**config.mk**
```make
export PLATFORM = sky130hd
export DESIGN_NAME = switch_mcu_wb_arbiter_flat
export DESIGN_NICKNAME = d
export VERILOG_FILES = /design/src/rtl/switch_mcu_wb_arbiter_if.sv /design/src/rtl/switch_mcu_wb_arbiter.sv /design/src/flat_wrapper.sv
export SDC_FILE = /design/constraint.sdc
export NUM_CORES = 1
export LEC_CHECK = 0
export BUFFER_PORTS_ARGS = -buffer_cell sky130_fd_sc_hd__buf_2
export CAP_MARGIN = 10
export CORE_MARGIN = 3
export CORE_UTILIZATION = 45
export DETAILED_ROUTE_END_ITERATION = 6
export GPL_TIMING_DRIVEN = 0
export PLACE_DENSITY = 0.78
export SLEW_MARGIN = 20
export SYNTH_ARGS = -nofsm -noshare
export SYNTH_HDL_FRONTEND = slang
export SYNTH_SLANG_ARGS = --single-unit
```
**constraint.sdc**
```tcl
create_clock -name in_clk -period 4.7 [get_ports in_clk]
set_input_delay 0.94 -clock in_clk [delete_from_list [all_inputs] [get_ports in_clk]]
set_output_delay 0.94 -clock in_clk [all_outputs]
set_load 0.01 [all_outputs]
```
**src/rtl/switch_mcu_wb_arbiter_if.sv**
```systemverilog
// Writeback request bus plus regfile write port of the writeback arbiter.
// The master side is the requesters/regfile; the slave side is the arbiter.
interface switch_mcu_wb_arbiter_if #(
  parameter int unsigned NUM_REQ = 4
);
  logic [NUM_REQ-1:0]    in_req_valid;
  logic [NUM_REQ*5-1:0]  in_req_waddr;
  logic [NUM_REQ*32-1:0] in_req_wdata;
  logic [NUM_REQ-1:0]    out_req_ready;
  logic                  in_rf_stall;
  logic                  in_flush;
  logic                  out_rf_wen;
  logic [4:0]            out_rf_waddr;
  logic [31:0]           out_rf_wdata;
  logic                  out_busy;

  modport master (
    output in_req_valid, in_req_waddr, in_req_wdata, in_rf_stall, in_flush,
    input  out_req_ready, out_rf_wen, out_rf_waddr, out_rf_wdata, out_busy
  );

  modport slave (
    input  in_req_valid, in_req_waddr, in_req_wdata, in_rf_stall, in_flush,
    output out_req_ready, out_rf_wen, out_rf_waddr, out_rf_wdata, out_busy
  );
endinterface

```
**src/rtl/switch_mcu_wb_arbiter.sv**
```systemverilog
// Round-robin arbiter sharing the regfile write port between NUM_REQ writeback
// sources. Accepted writes go through a DEPTH-entry FIFO and drain one per cycle
// into registered regfile outputs. Writes to x0 are accepted and dropped.
module switch_mcu_wb_arbiter #(
  parameter int unsigned NUM_REQ = 4,
  parameter int unsigned DEPTH   = 2
) (
  input logic                    in_clk,
  input logic                    in_rst,
  switch_mcu_wb_arbiter_if.slave bus
);
  localparam int unsigned PW = (DEPTH > 1) ? $clog2(DEPTH) : 1;
  localparam int unsigned IW = (NUM_REQ > 1) ? $clog2(NUM_REQ) : 1;

  logic [IW-1:0] prio_q;
  logic [PW-1:0] wptr_q, rptr_q;
  logic [PW:0]   count_q;
  logic [4:0]    mem_waddr_q [DEPTH];
  logic [31:0]   mem_wdata_q [DEPTH];
  logic          rf_wen_q;
  logic [4:0]    rf_waddr_q;
  logic [31:0]   rf_wdata_q;

  logic          grant_valid;
  logic [IW-1:0] grant_idx;
  logic [IW-1:0] prio_next;
  logic          can_accept, accept, push, bypass, fifo_push, fifo_pop;
  logic [4:0]    sel_waddr;
  logic [31:0]   sel_wdata;

  // Scan valid bits from the priority pointer upward, wrapping; first hit wins.
  always_comb begin
    grant_valid = 1'b0;
    grant_idx   = '0;
    for (int unsigned k = 0; k < NUM_REQ; k++) begin
      if (!grant_valid && bus.in_req_valid[(32'(prio_q) + k) % NUM_REQ]) begin
        grant_valid = 1'b1;
        grant_idx   = IW'((32'(prio_q) + k) % NUM_REQ);
      end
    end
  end

  // Grant decode, accept/push/pop decisions and the selected write payload.
  always_comb begin
    // Ready is held low in reset so all outputs read zero while in_rst is low.
    can_accept = in_rst && !bus.in_flush && (count_q < (PW+1)'(DEPTH));
    accept     = grant_valid && can_accept;
    bus.out_req_ready = '0;
    if (accept) bus.out_req_ready[grant_idx] = 1'b1;
    sel_waddr = bus.in_req_waddr[32'(grant_idx)*5 +: 5];
    sel_wdata = bus.in_req_wdata[32'(grant_idx)*32 +: 32];
    push      = accept && (sel_waddr != 5'd0);
    // With an empty FIFO the new write goes straight to the output register.
    bypass    = push && !bus.in_rf_stall && (count_q == '0);
    fifo_push = push && !bypass;
    fifo_pop  = !bus.in_rf_stall && (count_q != '0);
    prio_next = (32'(grant_idx) == NUM_REQ - 1) ? '0 : grant_idx + 1'b1;
  end

  // FIFO storage; no reset needed since count/pointers qualify every read.
  always_ff @(posedge in_clk) begin
    if (fifo_push) begin
      mem_waddr_q[wptr_q] <= sel_waddr;
      mem_wdata_q[wptr_q] <= sel_wdata;
    end
  end

  // Pointers, occupancy, round-robin priority and registered regfile write.
  always_ff @(posedge in_clk or negedge in_rst) begin
    if (!in_rst) begin
      prio_q     <= '0;
      wptr_q     <= '0;
      rptr_q     <= '0;
      count_q    <= '0;
      rf_wen_q   <= 1'b0;
      rf_waddr_q <= '0;
      rf_wdata_q <= '0;
    end else if (bus.in_flush) begin
      prio_q     <= '0;
      wptr_q     <= '0;
      rptr_q     <= '0;
      count_q    <= '0;
      rf_wen_q   <= 1'b0;
      rf_waddr_q <= '0;
      rf_wdata_q <= '0;
    end else begin
      if (accept)    prio_q <= prio_next;
      if (fifo_push) wptr_q <= wptr_q + 1'b1;
      if (fifo_pop)  rptr_q <= rptr_q + 1'b1;
      if (fifo_push && !fifo_pop)      count_q <= count_q + 1'b1;
      else if (!fifo_push && fifo_pop) count_q <= count_q - 1'b1;
      if (fifo_pop) begin
        rf_wen_q   <= 1'b1;
        rf_waddr_q <= mem_waddr_q[rptr_q];
        rf_wdata_q <= mem_wdata_q[rptr_q];
      end else if (bypass) begin
        rf_wen_q   <= 1'b1;
        rf_waddr_q <= sel_waddr;
        rf_wdata_q <= sel_wdata;
      end else begin
        rf_wen_q   <= 1'b0;
        rf_waddr_q <= '0;
        rf_wdata_q <= '0;
      end
    end
  end

  assign bus.out_rf_wen   = rf_wen_q;
  assign bus.out_rf_waddr = rf_waddr_q;
  assign bus.out_rf_wdata = rf_wdata_q;
  assign bus.out_busy     = (count_q != '0) || rf_wen_q;
endmodule

```
**src/flat_wrapper.sv**
```systemverilog
// flat-port wrapper written by rule: the top's interface ports become plain ports
module switch_mcu_wb_arbiter_flat 
#(
  parameter int unsigned NUM_REQ = 4,
  parameter int unsigned DEPTH   = 2
)
  (in_clk, in_rst, bus_in_req_valid, bus_in_req_waddr, bus_in_req_wdata, bus_in_rf_stall, bus_in_flush, bus_out_req_ready, bus_out_rf_wen, bus_out_rf_waddr, bus_out_rf_wdata, bus_out_busy);
  switch_mcu_wb_arbiter_if #(.NUM_REQ(NUM_REQ)) bus_i ();
  input logic in_clk;
  input logic in_rst;
  input wire logic [$bits(bus_i.in_req_valid)-1:0] bus_in_req_valid;
  input wire logic [$bits(bus_i.in_req_waddr)-1:0] bus_in_req_waddr;
  input wire logic [$bits(bus_i.in_req_wdata)-1:0] bus_in_req_wdata;
  input wire logic [$bits(bus_i.in_rf_stall)-1:0] bus_in_rf_stall;
  input wire logic [$bits(bus_i.in_flush)-1:0] bus_in_flush;
  output wire logic [$bits(bus_i.out_req_ready)-1:0] bus_out_req_ready;
  output wire logic [$bits(bus_i.out_rf_wen)-1:0] bus_out_rf_wen;
  output wire logic [$bits(bus_i.out_rf_waddr)-1:0] bus_out_rf_waddr;
  output wire logic [$bits(bus_i.out_rf_wdata)-1:0] bus_out_rf_wdata;
  output wire logic [$bits(bus_i.out_busy)-1:0] bus_out_busy;
  assign bus_i.in_req_valid = bus_in_req_valid;
  assign bus_i.in_req_waddr = bus_in_req_waddr;
  assign bus_i.in_req_wdata = bus_in_req_wdata;
  assign bus_i.in_rf_stall = bus_in_rf_stall;
  assign bus_i.in_flush = bus_in_flush;
  assign bus_out_req_ready = bus_i.out_req_ready;
  assign bus_out_rf_wen = bus_i.out_rf_wen;
  assign bus_out_rf_waddr = bus_i.out_rf_waddr;
  assign bus_out_rf_wdata = bus_i.out_rf_wdata;
  assign bus_out_busy = bus_i.out_busy;
  switch_mcu_wb_arbiter #(.NUM_REQ(NUM_REQ), .DEPTH(DEPTH)) u_core (.in_clk(in_clk), .in_rst(in_rst), .bus(bus_i));
endmodule
```
== Word-level counts from Yosys, hierarchy flattened ==
Memories as Yosys holds them, arrays and structs flattened.
Index checks and enable logic that the tools add are counted.
Widths: inputs -> output; s select.

* Register bits: 44
* Bits in writable memories: 74
* Bits of input ports: 156
* Word-level logic and storage cells: 98
* Memories: 2

{| class="wikitable"
|+ Memory list
! memory !! words !! width !! rd ports !! clocked after memory_dff !! write ports !! RTL line !! text
|-
| u_core.mem_wdata_q || 2 || 32 || 1 || 0 || 1 || switch_mcu_wb_arbiter.sv:19 || <nowiki>logic [31:0] mem_wdata_q [DEPTH];</nowiki>
|-
| u_core.mem_waddr_q || 2 || 5 || 1 || 0 || 1 || switch_mcu_wb_arbiter.sv:18 || <nowiki>logic [4:0] mem_waddr_q [DEPTH];</nowiki>
|}

* Add/subtract/negate cells: 8
* Multiply operators: 1
* Order comparisons: 7
* Equality and inequality tests: 1
* Shift-type cells: 2
* Muxes and demuxes: 40
* Reductions and logical operators: 30

{| class="wikitable"
|+ Operator list
! operator !! count
|-
| $shiftx 128x8->32 || 1
|-
| $mux 32 || 3
|-
| $mux 2 || 10
|-
| $shiftx 20x6->5 || 1
|-
| $mux 1 || 18
|-
| $lt 2x3->1 const B || 5
|-
| $mux 5 || 3
|-
| $logic_and 1x1->1 || 14
|-
| $bmux 1 s2 || 4
|-
| $logic_not 1->1 || 8
|-
| $reduce_bool 2->1 || 4
|-
| $add 2x1->2 const B || 3
|-
| $mul 2x3->5 const B || 1
|-
| $reduce_bool 5->1 || 1
|-
| $add 2x2->2 const B || 2
|-
| $mux 4 || 1
|-
| $reduce_bool 3->1 || 1
|-
| $add 1x1->1 const B || 2
|-
| $demux 1 s2 || 1
|-
| $eq 2x2->1 const B || 1
|-
| $ge 2x1->1 const B || 1
|-
| $logic_not 2->1 || 1
|-
| $lt 2x2->1 const B || 1
|-
| $sub 2x1->2 const B || 1
|-
| $logic_or 1x1->1 || 1
|}

== Longest topological paths before layout ==
Gate-level depths: netlist (run 1).

* Word-level depth: 25
* Mapped depth: 9
* Mapped depth without buffers: 8

== Worst setup path after synthesis (run 1) ==
OpenSTA, ideal clock, no wires.

* Path kind: input to register
* From: input bus_in_req_valid[0]
* To: memory u_core.mem_waddr_q[1][0], enable pin
* Arrival time: 4969 ps
* Slack: -754 ps
* Cell stages on the path: 8
* Cells stage by stage: and2_4 o211ai_1 buf_2 nand3_1 nand3_1 a222oi_1 a21o_1 nor3b_1

* Cells in the longest elaborated chain, start to end: 22
* Elaborated cells between the ends (all ways): 33
* Those cells by class: mul (1); shift (1); mux (18); reduce/logical (13)

{| class="wikitable"
|+ RTL lines
! element !! RTL line !! text
|-
| start: declaration || flat_wrapper.sv:11 || <nowiki>input wire logic [$bits(bus_i.in_req_valid)-1:0] bus_in_req_valid;</nowiki>
|-
| $bmux 1 s2 || switch_mcu_wb_arbiter.sv:36 || <nowiki>if (!grant_valid && bus.in_req_valid[(32'(prio_q) + k) % NUM_REQ]) begin</nowiki>
|-
| $mux 1 (implied by the code) || switch_mcu_wb_arbiter.sv:36 ||
|-
| $mux 1 || switch_mcu_wb_arbiter.sv:36 ||
|-
| $logic_not 1->1 || switch_mcu_wb_arbiter.sv:36 ||
|-
| $logic_and 1x1->1 || switch_mcu_wb_arbiter.sv:36 ||
|-
| $mux 1 || switch_mcu_wb_arbiter.sv:36 ||
|-
| $logic_not 1->1 || switch_mcu_wb_arbiter.sv:36 ||
|-
| $logic_and 1x1->1 || switch_mcu_wb_arbiter.sv:36 ||
|-
| [... 5 more ...] || - ||
|-
| $shiftx 20x6->5 || switch_mcu_wb_arbiter.sv:50 || <nowiki>sel_waddr = bus.in_req_waddr[32'(grant_idx)*5 +: 5];</nowiki>
|-
| $reduce_bool 5->1 || switch_mcu_wb_arbiter.sv:52 || <nowiki>push = accept && (sel_waddr != 5'd0);</nowiki>
|-
| $logic_and 1x1->1 * || switch_mcu_wb_arbiter.sv:52 ||
|-
| $logic_and 1x1->1 (2 in a row) || switch_mcu_wb_arbiter.sv:54 || <nowiki>bypass = push && !bus.in_rf_stall && (count_q == '0);</nowiki>
|-
| $logic_not 1->1 || switch_mcu_wb_arbiter.sv:55 || <nowiki>fifo_push = push && !bypass;</nowiki>
|-
| $logic_and 1x1->1 * || switch_mcu_wb_arbiter.sv:55 ||
|-
| $mux 1 * || switch_mcu_wb_arbiter.sv:62 || <nowiki>if (fifo_push) begin</nowiki>
|-
| $mux 1 (implied by the code) * || switch_mcu_wb_arbiter.sv:63 || <nowiki>mem_waddr_q[wptr_q] <= sel_waddr;</nowiki>
|-
| end: declaration || switch_mcu_wb_arbiter.sv:18 ||
|}

Every way passes the cells marked *; elsewhere a longest branch is shown, timed or not. The select of a mux whose other input is x is not followed.

== Worst setup path after layout (run 1) ==
* From: input bus_in_req_valid[0]
* To: output bus_out_req_ready[0]

* Cells in the longest elaborated chain, start to end: 17
* Elaborated cells between the ends (all ways): 29
* Those cells by class: order compare (2); mux (19); reduce/logical (8)

{| class="wikitable"
|+ RTL lines
! element !! RTL line !! text
|-
| $bmux 1 s2 || switch_mcu_wb_arbiter.sv:36 ||
|-
| $mux 1 (implied by the code) || switch_mcu_wb_arbiter.sv:36 ||
|-
| $mux 1 || switch_mcu_wb_arbiter.sv:36 ||
|-
| $logic_not 1->1 || switch_mcu_wb_arbiter.sv:36 ||
|-
| $logic_and 1x1->1 || switch_mcu_wb_arbiter.sv:36 ||
|-
| $mux 1 || switch_mcu_wb_arbiter.sv:36 ||
|-
| $logic_not 1->1 || switch_mcu_wb_arbiter.sv:36 ||
|-
| $logic_and 1x1->1 || switch_mcu_wb_arbiter.sv:36 ||
|-
| $mux 1 || switch_mcu_wb_arbiter.sv:36 ||
|-
| $logic_not 1->1 || switch_mcu_wb_arbiter.sv:36 ||
|-
| $logic_and 1x1->1 || switch_mcu_wb_arbiter.sv:36 ||
|-
| $mux 2 || switch_mcu_wb_arbiter.sv:36 ||
|-
| $lt 2x3->1 (implied by the code) / $ge 2x1->1 (equally long branches) || switch_mcu_wb_arbiter.sv:49 || <nowiki>if (accept) bus.out_req_ready[grant_idx] = 1'b1;</nowiki>
|-
| $logic_and 1x1->1 (implied by the code) || switch_mcu_wb_arbiter.sv:49 ||
|-
| $mux 1 (implied by the code) || switch_mcu_wb_arbiter.sv:49 ||
|-
| $demux 1 s2 || - ||
|-
| $mux 4 * || switch_mcu_wb_arbiter.sv:49 ||
|-
| end: declaration || flat_wrapper.sv:16 || <nowiki>output wire logic [$bits(bus_i.out_req_ready)-1:0] bus_out_req_ready;</nowiki>
|}

Marked as above.

==> results.txt, run 1 <==
global-route wire length before repair -> 26600 um
Max IR drop VDD -> 0.245 mV
Die Ht -> 119 um
register bit count reported by yosys -> 118
status -> finished clean
via count -> 4973
die width -> 119 um
Post-Synth Simple-Gate Area -> 9.46%
critical path's most frequent cell -> buf_2
FF/Latch Area -> 0.00332 mm^2
DRT Pass-1 Iters -> 5
initial antenna violation count -> 2
CTS Buffer Depth -> 2
post-synth top area cell -> edfxtp_1
Warnings, synthesis -> 0
layout cells sized above 1 -> 35.3%
clk_lat worst skew -> 0.41 ns
post-synthesis compound-gate area fraction -> 16.1%
Num Clock Sinks -> 118
number of synthesized flops with an enable pin -> 74
Crit path required time -> 3.76 ns
top cells by count, synth -> 74 x edfxtp_1, 69 x mux2i_1, 44 x dfrtp_1
Port-buffer cells -> 197
largest family of logic cells by synthesized area -> compound AO/OA/AOI/OAI gates
Post-synth top flop -> edfxtp_1
register area share after synthesis -> 58.0%
Antenna Nets Post-Route -> 0
worst-path cell chain -> buf_2 > and2_4 > o211a_1 > buf_6 > nor2_1 > inv_1 > clkbuf_1 > ha_1 > and2_1 > buf_2
Synth area leaders -> edfxtp_1 39%, dfrtp_1 19%, mux2i_1 12%
setup bufs post-CTS -> 0
crit-path max FO -> 11
vias in the first global route -> 5094
Slowest-stage cell, CP -> nor2_1
P_leak -> 3.32 nW
mean post-synth cell area -> 12.4 um^2
GRT Total Usage -> 24.5%
Core Util, Final -> 62.3%
largest net degree at the start of global routing -> 47
placer congestion estimate -> 0.886
final critical-path share of the clock period -> 95.1%
total CTS buffers -> 17
Max-slew headroom -> 43.9%
synthesized netlist cell count -> 463
post-synthesis net count -> 623
mux cell area share after synthesis -> 12.1%
# DRC -> 0
Synth Area in XOR/XNOR -> 0%
Total Die Area -> 0.0141 mm^2
worst min-delay path class -> flop to flop
Peak Freq -> 0.224 GHz
Yosys top cell area share -> 38.8%
DPL Wire Length -> 12600 um
Root Driver -> clkbuf_16
synth unique cells -> 41
WP data arrival -> 3.53 ns
H-tree level count -> 4
Hold Fails Final Rpt -> 0
I/O Pins -> 199
slowest stage delay, CP -> 0.65 ns
vias per inst -> 5.74
synthesized area -> 0.00573 mm^2
Post-synth ARST share -> 37.3%
Final Cell Area -> 0.00761 mm^2
Area after DPL -> 0.00701 mm^2
hold_buf cts -> 0
count leader, synth -> edfxtp_1
starting density of the core -> 46.9%
drt initial violations -> 386
startpoint types -> input port
RSZ-0062 raised after global routing -> no
final clock skew -> 0.00810 ns
Site Rows -> 40
reg-to-reg slack, setup -> 1.21 ns
clk slew on worst S/H paths -> 0.05 ns
pwr dens -> 416 mW/mm^2
critical path type -> input port to output pin
core area -> 0.0122 mm^2
final setup fails -> 0
Multi-input gate area -> 0.00223 mm^2
TritonCTS clock tree -> done
minimum clock period after layout -> 4.47 ns
wire per inst -> 20.2 um
CP Capture Type -> output pin
area grow syn2layout -> 32.9%
Layout Nets -> 844
Post-CTS Resized -> 0
MaxCap Viol Count -> 0
fin. max-slew vios -> 0
Layout fillers -> 977
total gr overflow -> 0
Adder-Cell Fraction of Synth Area -> 0.874%
Slew @ Worst Pin -> 0.838 ns
drt total wl -> 17500 um
==> metal layers <==
layer	GRT usage, %	wire (um)	up-vias
li1	-	-	2245
met2	41.4	8790	264
met5	0	0	-
met1	29.9	6950	2426
met4	10.6	491	0
met3	5.79	1280	38
==> flip-flops by register name, indices dropped and copies added (netlist names) <==
signal,cells
u_core.bus.out_rf_waddr,5
u_core.bus.out_rf_wdata,32
u_core.rptr_q,1
u_core.prio_q,2
u_core.bus.out_rf_wen,1
u_core.mem_wdata_q,64
u_core.count_q,2
u_core.mem_waddr_q,10
u_core.wptr_q,1
==> critical path: cells and delay by family <==
family          cells  cell delay [ns]
compound gates      1             0.24
buf+inv             5             1.11
fa+ha+maj           1             0.29
simple gates        3             0.94
==> path summary, 6_finish.rpt <==
| kind | start | endpoint | cells past startpoint |
|---|---|---|---|
| min in group asynchronous | in_rst | u_core.bus.out_rf_wdata[26]$_DFF_PN0_ | 1 |
| setup reg to reg | u_core.prio_q[1]$_DFFE_PN0P_ | u_core.mem_wdata_q[1][15]$_DFFE_PP_ | 9 |
| hold reg to reg | u_core.mem_wdata_q[0][17]$_DFFE_PP_ | u_core.bus.out_rf_wdata[17]$_DFF_PN0_ | 2 |
| max in group asynchronous | in_rst | u_core.rptr_q$_DFFE_PN0P_ | 1 |
| setup / recovery | bus_in_req_valid[0] | bus_out_req_ready[0] | 10 |
| hold / removal | u_core.mem_wdata_q[0][17]$_DFFE_PP_ | u_core.bus.out_rf_wdata[17]$_DFF_PN0_ | 2 |
==> report_power, final <==
part	leakage, nW	switching (mW)	internal, mW
Combinational	1.77	0.418	0.244
Clock	0.280	0.442	0.820
Sequential	1.27	0.0229	1.22
==> placed cells by master (no fill, tap or decap), types with 9 or more instances in the layout <==
| cell | synthesis | layout |
|---|---|---|
| a211oi_1 | 35 | 35 |
| a21oi_1 | 36 | 35 |
| and3_1 | 32 | 32 |
| buf_2 | 4 | 200 |
| clkbuf_1 | 27 | 31 |
| clkbuf_16 | 0 | 17 |
| dfrtp_1 | 44 | 44 |
| edfxtp_1 | 74 | 74 |
| mux2i_1 | 69 | 69 |
| nand3_1 | 20 | 20 |
| nor2_1 | 9 | 9 |
| o21ai_0 | 14 | 14 |
| o2bb2ai_1 | 32 | 32 |
==> cell type report <==
type | instances | area share [%]
clock inverter | 8 | 1.30
antenna | 2 | 0.0657
tap | 168 | 2.76
timing repair buffer | 202 | 13.9
inverter | 8 | 0.394
multi-input combinational | 300 | 29.3
sequential | 118 | 43.7
buffer | 37 | 2.28
clock buffer | 24 | 6.33
==> cells by family (layout without fill, tap and decap cells) <==
logic type	after synthesis	count (layout)
AO/OA/AOI/OAI	133	133
AND/OR/NAND/NOR	94	94
other	0	2
flip-flops	118	118
buffers and inverters	45	279
adder cells (fa/ha/maj)	4	4
multiplexers	69	69
==> per-stage QoR <==
step | std cells | setup slack [ns] | hold WS, ns | total power, mW | TNS, ns
finish | 867 | 0.230 | 0.516 | 3.16 | 0
global placement | 828 | -1.58 | 0.498 | 1.87 | -92.27
CTS | 864 | 0.180 | 0.521 | 3.16 | 0
detailed placement | 832 | 0.175 | 0.510 | 1.91 | 0
floorplan | 463 | 0.320 | 0.489 | 1.64 | 0
global route | 867 | 0.0405 | 0.540 | 3.27 | 0
No activity file was read; power rests on OpenSTA's default activity.
==> run 2, diff against run 1 <==
- ABC_AREA: not set -> 1
- ABC_CLOCK_PERIOD_IN_PS: not set -> 4700
- PLACE_DENSITY: 0.78 -> 0.77
==> results.txt, run 2 <==
status -> finished clean
clk slew on worst S/H paths -> 0.05 ns (about the same)
largest family of logic cells by synthesized area -> simple AND/OR/NAND/NOR gates
final total power -> 6.49 mW (+110%)
Num Clock Sinks -> 118 (unchanged)
CTS Buffer Depth -> 2 (unchanged)
Post-synth ARST share -> 37.3% (unchanged)
count leader, synth -> nand2_1
Antenna Nets Post-Route -> 0 (unchanged)
total gr overflow -> 0 (unchanged)
I/O Pins -> 199 (unchanged)
Core Util, Final -> 60.7% (-1.6 points)
register bit count reported by yosys -> 118 (unchanged)
hold_ws -> 0.550 ns (+0.0344 ns)
Post-synth top flop -> edfxtp_1
reg-to-reg slack, setup -> 1.26 ns (+0.05 ns)
synthesized netlist cell count -> 707 (+53%)
Warnings, synthesis -> 0 (unchanged)
global-route wire length before repair -> 30500 um (+15%)
fin. max-slew vios -> 0 (unchanged)
Crit path required time -> 3.76 ns (about the same)
met1 Resource Use GR -> 34.9% (+5.0 points)
post-synthesis net count -> 867 (+39%)
drt total wl -> 20200 um (+15%)
Slew @ Worst Pin -> 0.810 ns (-0.0287 ns)
Post-Synth Simple-Gate Area -> 28.0% (+19 points)
worst min-delay path class -> input port to asynchronous set/reset pin
Adder-Cell Fraction of Synth Area -> 0.812% (-0.062 points)
final critical-path share of the clock period -> 84.5% (-11 points)
initial antenna violation count -> 0 (-2)
met2 usage -> 43.0% (+1.6 points)
drt initial violations -> 656 (+70%)
post-synthesis compound-gate area fraction -> 11.2% (-4.9 points)
Area after DPL -> 0.00744 mm^2 (+6.0%)
Final Cell Area -> 0.00807 mm^2 (+6.1%)
Hold Fails Final Rpt -> 0 (unchanged)
top cells by count, synth -> 303 x nand2_1, 74 x edfxtp_1, 70 x a21oi_1
MaxCap Viol Count -> 0 (unchanged)
DPL Wire Length -> 14000 um (+11%)
Synth Area in XOR/XNOR -> 0% (unchanged)
layout cells sized above 1 -> 29.9% (-5.4 points)
critical path type -> input port to output pin
starting density of the core -> 46.4% (-0.56 points)
H-tree level count -> 4 (unchanged)
total inserted antenna cells -> 0 (-2)
vias per inst -> 5.58 (-2.8%)
mux cell area share after synthesis -> 0% (-12 points)
Die Ht -> 123 um (+3.5%)
mean post-synth cell area -> 8.72 um^2 (-30%)
WP data arrival -> 3.03 ns (-0.50 ns)
setup bufs post-CTS -> 0 (unchanged)
Max-slew headroom -> 45.9% (+2.0 points)
Largest register FFs -> 64 (unchanged)
worst-path cell chain -> buf_2 > inv_1 > nand2_2 > nand3_1 > nand2_2 > nor2_4 > nand4_1 > nand2_2 > buf_2 > buf_2 > ha_1 > inv_1 > nor2_1 > buf_2
P_leak -> 3.80 nW (+14%)
commonest non-fill, non-tap cell in the layout -> nand2_1
pwr dens -> 804 mW/mm^2 (+94%)
GRT Total Usage -> 26.8% (+2.3 points)
minimum clock period after layout -> 3.97 ns (-0.497 ns)
Slowest-stage cell, CP -> buf_2
crit-path max FO -> 11 (unchanged)
Peak Freq -> 0.252 GHz (+12%)
final setup fails -> 0 (unchanged)
Layout Nets -> 1086 (+29%)
Site Rows -> 42 (+5.0%)
synthesized area -> 0.00616 mm^2 (+7.6%)
# DRC -> 0 (unchanged)
met3 Use GR -> 6.36% (+0.57 points)
CP top delay family -> buffers and inverters
hold_buf cts -> 0 (unchanged)
die width -> 123 um (+3.5%)
largest net degree at the start of global routing -> 46 (-2.1%)
total CTS buffers -> 17 (unchanged)
Post-CTS Resized -> 0 (unchanged)
CP Capture Type -> output pin
slowest stage delay, CP -> 0.37 ns (-0.28 ns)
post-route worst setup slack -> 0.727 ns (+0.497 ns)
register area share after synthesis -> 53.9% (-4.1 points)
Largest Register -> u_core.mem_wdata_q
synth unique cells -> 31 (-24%)
Yosys top cell area share -> 36.1% (-2.7 points)
pre-CTS setup slack -> 0.475 ns (+0.300 ns)
Bufs and invs on worst path -> 6 (+1)
startpoint types -> input port
area grow syn2layout -> 31.0%
vias in the first global route -> 5783 (+14%)
Max IR drop VDD -> 0.482 mV (+97%)
core area -> 0.0133 mm^2 (+8.9%)
critical path's most frequent cell -> buf_2
TritonCTS clock tree -> done
final clock skew -> 0.00806 ns (-0.0000327 ns)
Port-buffer cells -> 198 (+0.51%)
DRT Pass-1 Iters -> 5 (unchanged)
post-synth top area cell -> edfxtp_1
number of synthesized flops with an enable pin -> 74 (unchanged)
via count -> 6218 (+25%)
wire per inst -> 18.1 um (-11%)
most frequent cells in the layout -> 303 x nand2_1, 208 x buf_2, 74 x edfxtp_1
Total Die Area -> 0.0151 mm^2 (+7.2%)
RSZ-0062 raised after global routing -> no
most used routing layer -> met2
placer congestion estimate -> 0.909 (+2.6%)
Root Driver -> clkbuf_16
clk_lat worst skew -> 0.41 ns (about the same)
Synth area leaders -> edfxtp_1 36%, nand2_1 18%, dfrtp_1 18%
==> run 2: final timing paths <==
check | start | end | cells past startpoint
max | bus_in_req_valid[3] | bus_out_req_ready[0] | 14
min | in_rst | u_core.bus.out_rf_wdata[22]$_DFF_PN0_ | 1
max reg2reg | u_core.prio_q[0]$_DFFE_PN0P_ | u_core.mem_wdata_q[0][5]$_DFFE_PP_ | 19
min reg2reg | u_core.wptr_q$_DFFE_PN0P_ | u_core.wptr_q$_DFFE_PN0P_ | 1
max in group asynchronous | in_rst | u_core.bus.out_rf_wdata[5]$_DFF_PN0_ | 1
min in group in_clk | u_core.wptr_q$_DFFE_PN0P_ | u_core.wptr_q$_DFFE_PN0P_ | 1
==> run 2: through the flow <==
step	instances	TNS, ns
floorplan	707	0
global placement	1081	-85.86
detailed placement	1083	0
CTS	1115	0
global route	1115	0
finish	1115	0
==> run 2: cell type report <==
type                       count  area (um^2)
clock inverter                 4         20.0
multi-input combinational    513         2480
inverter                      28          105
clock buffer                  28          614
buffer                        48          273
fill                        1172         5220
sequential                   118         3320
tap                          176          220
timing repair buffer         200         1040
==> run 2: power breakdown <==
group	leakage, nW	switching (mW)	internal [mW]
sequential	1.27	0.0696	1.63
combinational	2.21	2.46	0.994
clock	0.317	0.445	0.889
total	3.80	2.98	3.51
==> run 2: per-layer routing <==
metal | wire, um | part of all wire (%) | up-vias
met4 | 653 | 3.2 | 0
li1 | - | - | 2881
met2 | 9850 | 49 | 394
met3 | 1850 | 9.2 | 55
met1 | 7790 | 39 | 2888
met5 | 0 | 0 | -
==> run 2: cell families (layout without fill, tap and decap cells) <==
| logic type | count (synthesis) | after routing |
|---|---|---|
| adder cells (fa/ha/maj) | 4 | 4 |
| buffers and inverters | 76 | 308 |
| AND/OR/NAND/NOR | 398 | 398 |
| flip-flops | 118 | 118 |
| AO/OA/AOI/OAI | 111 | 111 |
==> run 3, diff against run 2 <==
- ABC_CLOCK_PERIOD_IN_PS: 4700 -> 3800
- PLACE_DENSITY: 0.77 -> 0.74
- clock period: 4.7 -> 3.8 ns (I/O delays scaled with it)
==> results.txt, run 3 (same netlist as run 2, synthesis figures left out) <==
largest net degree at the start of global routing -> 46 (unchanged)
Hold Fails Final Rpt -> 0 (unchanged)
CTS Buffer Depth -> 2 (unchanged)
Finished Layout Cells -> 1115 (unchanged)
crit-path max FO -> 11 (unchanged)
commonest non-fill, non-tap cell in the layout -> nand2_1
die width -> 123 um (unchanged)
via count -> 6011 (-3.3%)
CP Capture Type -> output pin
reg2reg start -> u_core.prio_q[0]$_DFFE_PN0P_
CP Depth -> 15 (+1)
Antenna Nets Post-Route -> 0 (unchanged)
layout cells sized above 1 -> 29.6% (-0.32 points)
Port-buffer cells -> 198 (unchanged)
clk slew on worst S/H paths -> 0.05 ns (about the same)
Int Pwr -> 4.17 mW (+19%)
pre-CTS setup slack -> -0.0778 ns (-0.553 ns)
Slew @ Worst Pin -> 0.611 ns (-0.199 ns)
vias per inst -> 5.39 (-3.3%)
wire per inst -> 17.4 um (-3.4%)
Num Clock Sinks -> 118 (unchanged)
Total Die Area -> 0.0151 mm^2 (unchanged)
clk_lat worst skew -> 0.42 ns (about the same)
Die Ht -> 123 um (unchanged)
clock network power share -> 18.5% (-2.1 points)
drt initial violations -> 678 (+3.4%)
Max-slew headroom -> 59.3% (+13 points)
CP endpoint -> bus_out_req_ready[1]
Layout fillers -> 1188 (+1.4%)
Bufs and invs on worst path -> 5 (-1)
RSZ-0062 raised after global routing -> no
Peak Freq -> 0.286 GHz
area grow syn2layout -> 29.4%
Layout Nets -> 1086 (unchanged)
R2R cell count -> 19 (unchanged)
starting density of the core -> 46.4% (unchanged)
critical path's most frequent cell -> nand2_1
placer congestion estimate -> 0.827 (-9.0%)
P_leak -> 3.75 nW (-1.3%)
slowest stage delay, CP -> 0.40 ns (+0.03 ns)
CP top delay family -> buffers and inverters
most frequent cells in the layout -> 303 x nand2_1, 206 x buf_2, 74 x edfxtp_1
hold_buf cts -> 0 (unchanged)
Worst Setup SP -> u_core.prio_q[0]$_DFFE_PN0P_
minimum clock period after layout -> 3.49 ns
MaxCap Viol Count -> 0 (unchanged)
cell total after placement -> 1083 (unchanged)
reg-to-reg slack, setup -> 0.62 ns (-0.64 ns)
Gate power share -> 54.3% (+1.0 points)
post-route worst setup slack -> 0.308 ns (-0.419 ns)
final total power -> 7.73 mW (+19%)
worst min-delay path class -> input port to asynchronous set/reset pin
Root Driver -> clkbuf_16
reg2reg end -> u_core.mem_wdata_q[1][4]$_DFFE_PP_
GRT Total Usage -> 25.6% (-1.2 points)
total gr overflow -> 0 (unchanged)
DPL Wire Length -> 13900 um (-0.52%)
H-tree level count -> 4 (unchanged)
core area -> 0.0133 mm^2 (unchanged)
Flop pwr share -> 27.2% (+1.0 points)
Area after DPL -> 0.00743 mm^2 (-0.10%)
Max IR drop VDD -> 0.649 mV (+35%)
worst-path cell chain -> inv_2 > nand2_1 > nand2_2 > nand2_1 > nand2_1 > nor2_4 > nand3_2 > nand3_1 > nand2_2 > clkbuf_4 > clkbuf_4 > ha_1 > inv_1 > nor2_1 > buf_2
total inserted antenna cells -> 0 (unchanged)
DRT Pass-1 Iters -> 7 (+2)
final clock skew -> 0.00808 ns (+0.0000173 ns)
Slowest-stage cell, CP -> dfrtp_1
# DRC -> 0 (unchanged)
WP data arrival -> 2.73 ns (-0.30 ns)
pwr dens -> 969 mW/mm^2 (+21%)
initial antenna violation count -> 1 (+1)
startpoint types -> flop
Switching Fraction -> 46.1% (+0.21 points)
Final Cell Area -> 0.00797 mm^2 (-1.2%)
drt total wl -> 19500 um (-3.4%)
final critical-path share of the clock period -> 91.9%
Crit path required time -> 3.04 ns (-0.72 ns)
status -> finished clean
fin. max-slew vios -> 0 (unchanged)
vias in the first global route -> 5684 (-1.7%)
critical path type -> flop to output pin
Final TNS setup -> 0 ns (unchanged)
Sw Pwr -> 3.56 mW (+20%)
final setup fails -> 0 (unchanged)
Largest register FFs -> 64 (unchanged)
Site Rows -> 42 (unchanged)
Largest Register -> u_core.mem_wdata_q
setup bufs post-CTS -> 0 (unchanged)
total CTS buffers -> 17 (unchanged)
TritonCTS clock tree -> done
global-route wire length before repair -> 28800 um (-5.3%)
I/O Pins -> 199 (unchanged)
run 3: changes by cell type in the layout (fill, tap and decap cells not counted), sizes merged:
cell / before / now
buf: 228 / 226
clkbuf: 48 / 50
run 3: worst min path at each step:
| stage | startpoint | endpoint | slack [ns] | cells past startpoint |
|---|---|---|---|---|
| 2_1_floorplan | in_rst | u_core.bus.out_rf_waddr[0]$_DFF_PN0_ | 0.46 | 0 |
| 3_3_place_gp | u_core.wptr_q$_DFFE_PN0P_ | u_core.wptr_q$_DFFE_PN0P_ | 0.48 | 1 |
| 3_5_place_dp | u_core.wptr_q$_DFFE_PN0P_ | u_core.wptr_q$_DFFE_PN0P_ | 0.55 | 1 |
| 4_1_cts | in_rst | u_core.bus.out_rf_wdata[11]$_DFF_PN0_ | 0.56 | 1 |
| 5_1_grt | in_rst | u_core.bus.out_rf_wdata[11]$_DFF_PN0_ | 0.39 | 1 |
| 6_report | in_rst | u_core.bus.out_rf_wdata[4]$_DFF_PN0_ | 0.35 | 1 |
run 3: power groups by stage:
stage	Clock (mW)	Sequential (mW)	Combinational, mW
floorplan	0	2.15	2.68
global placement	0	2.12	4.02
detailed placement	0	2.12	4.11
CTS	1.44	2.10	4.13
global route	1.51	2.13	4.59
finish	1.43	2.10	4.20
run 3: per-stage QoR:
| stage | utilization, % | hold WS, ns |
|---|---|---|
| after floorplan | - | 0.464 |
| after global placement | 55.5 | 0.484 |
| final | 60.0 | 0.352 |
| after global routing | 60.0 | 0.395 |
| after detailed placement | 55.9 | 0.555 |
| after CTS | 59.9 | 0.555 |
run 3: cell type report:
type | count | area (um^2) | share of cell area (%)
Timing Repair Buffer | 200 | 1030 | 13.0
Buffer | 48 | 278 | 3.48
Clock buffer | 28 | 517 | 6.48
Clock inverter | 4 | 20.0 | 0.251
Tap cell | 176 | 220 | 2.76
Multi-Input combinational cell | 513 | 2480 | 31.1
Sequential cell | 118 | 3320 | 41.7
Inverter | 28 | 105 | 1.32
run 3: what timing repair did:
action,4_1_cts,5_1_grt
hold endpoints to repair,0,0
gates resized for setup,0,2
setup endpoints to repair,0,2
run 3: worst reg2reg max path, delay by kind of cell, from the launching register on:
family                 cells  cell delay (ns)
AND/OR/NAND/NOR           15             1.75
buffers and inverters      3             0.57
flip-flops                 1             0.40
AO/OA/AOI/OAI              1             0.18
run 3: per-layer routing:
layer  track usage [%]  wire length [um]  vias up
met4              10.4               520        2
li1                  -                 -     2874
met2              43.0              9240      328
met3              6.27              1960       44
met5                 0                13        -
met1              31.9              7720     2763
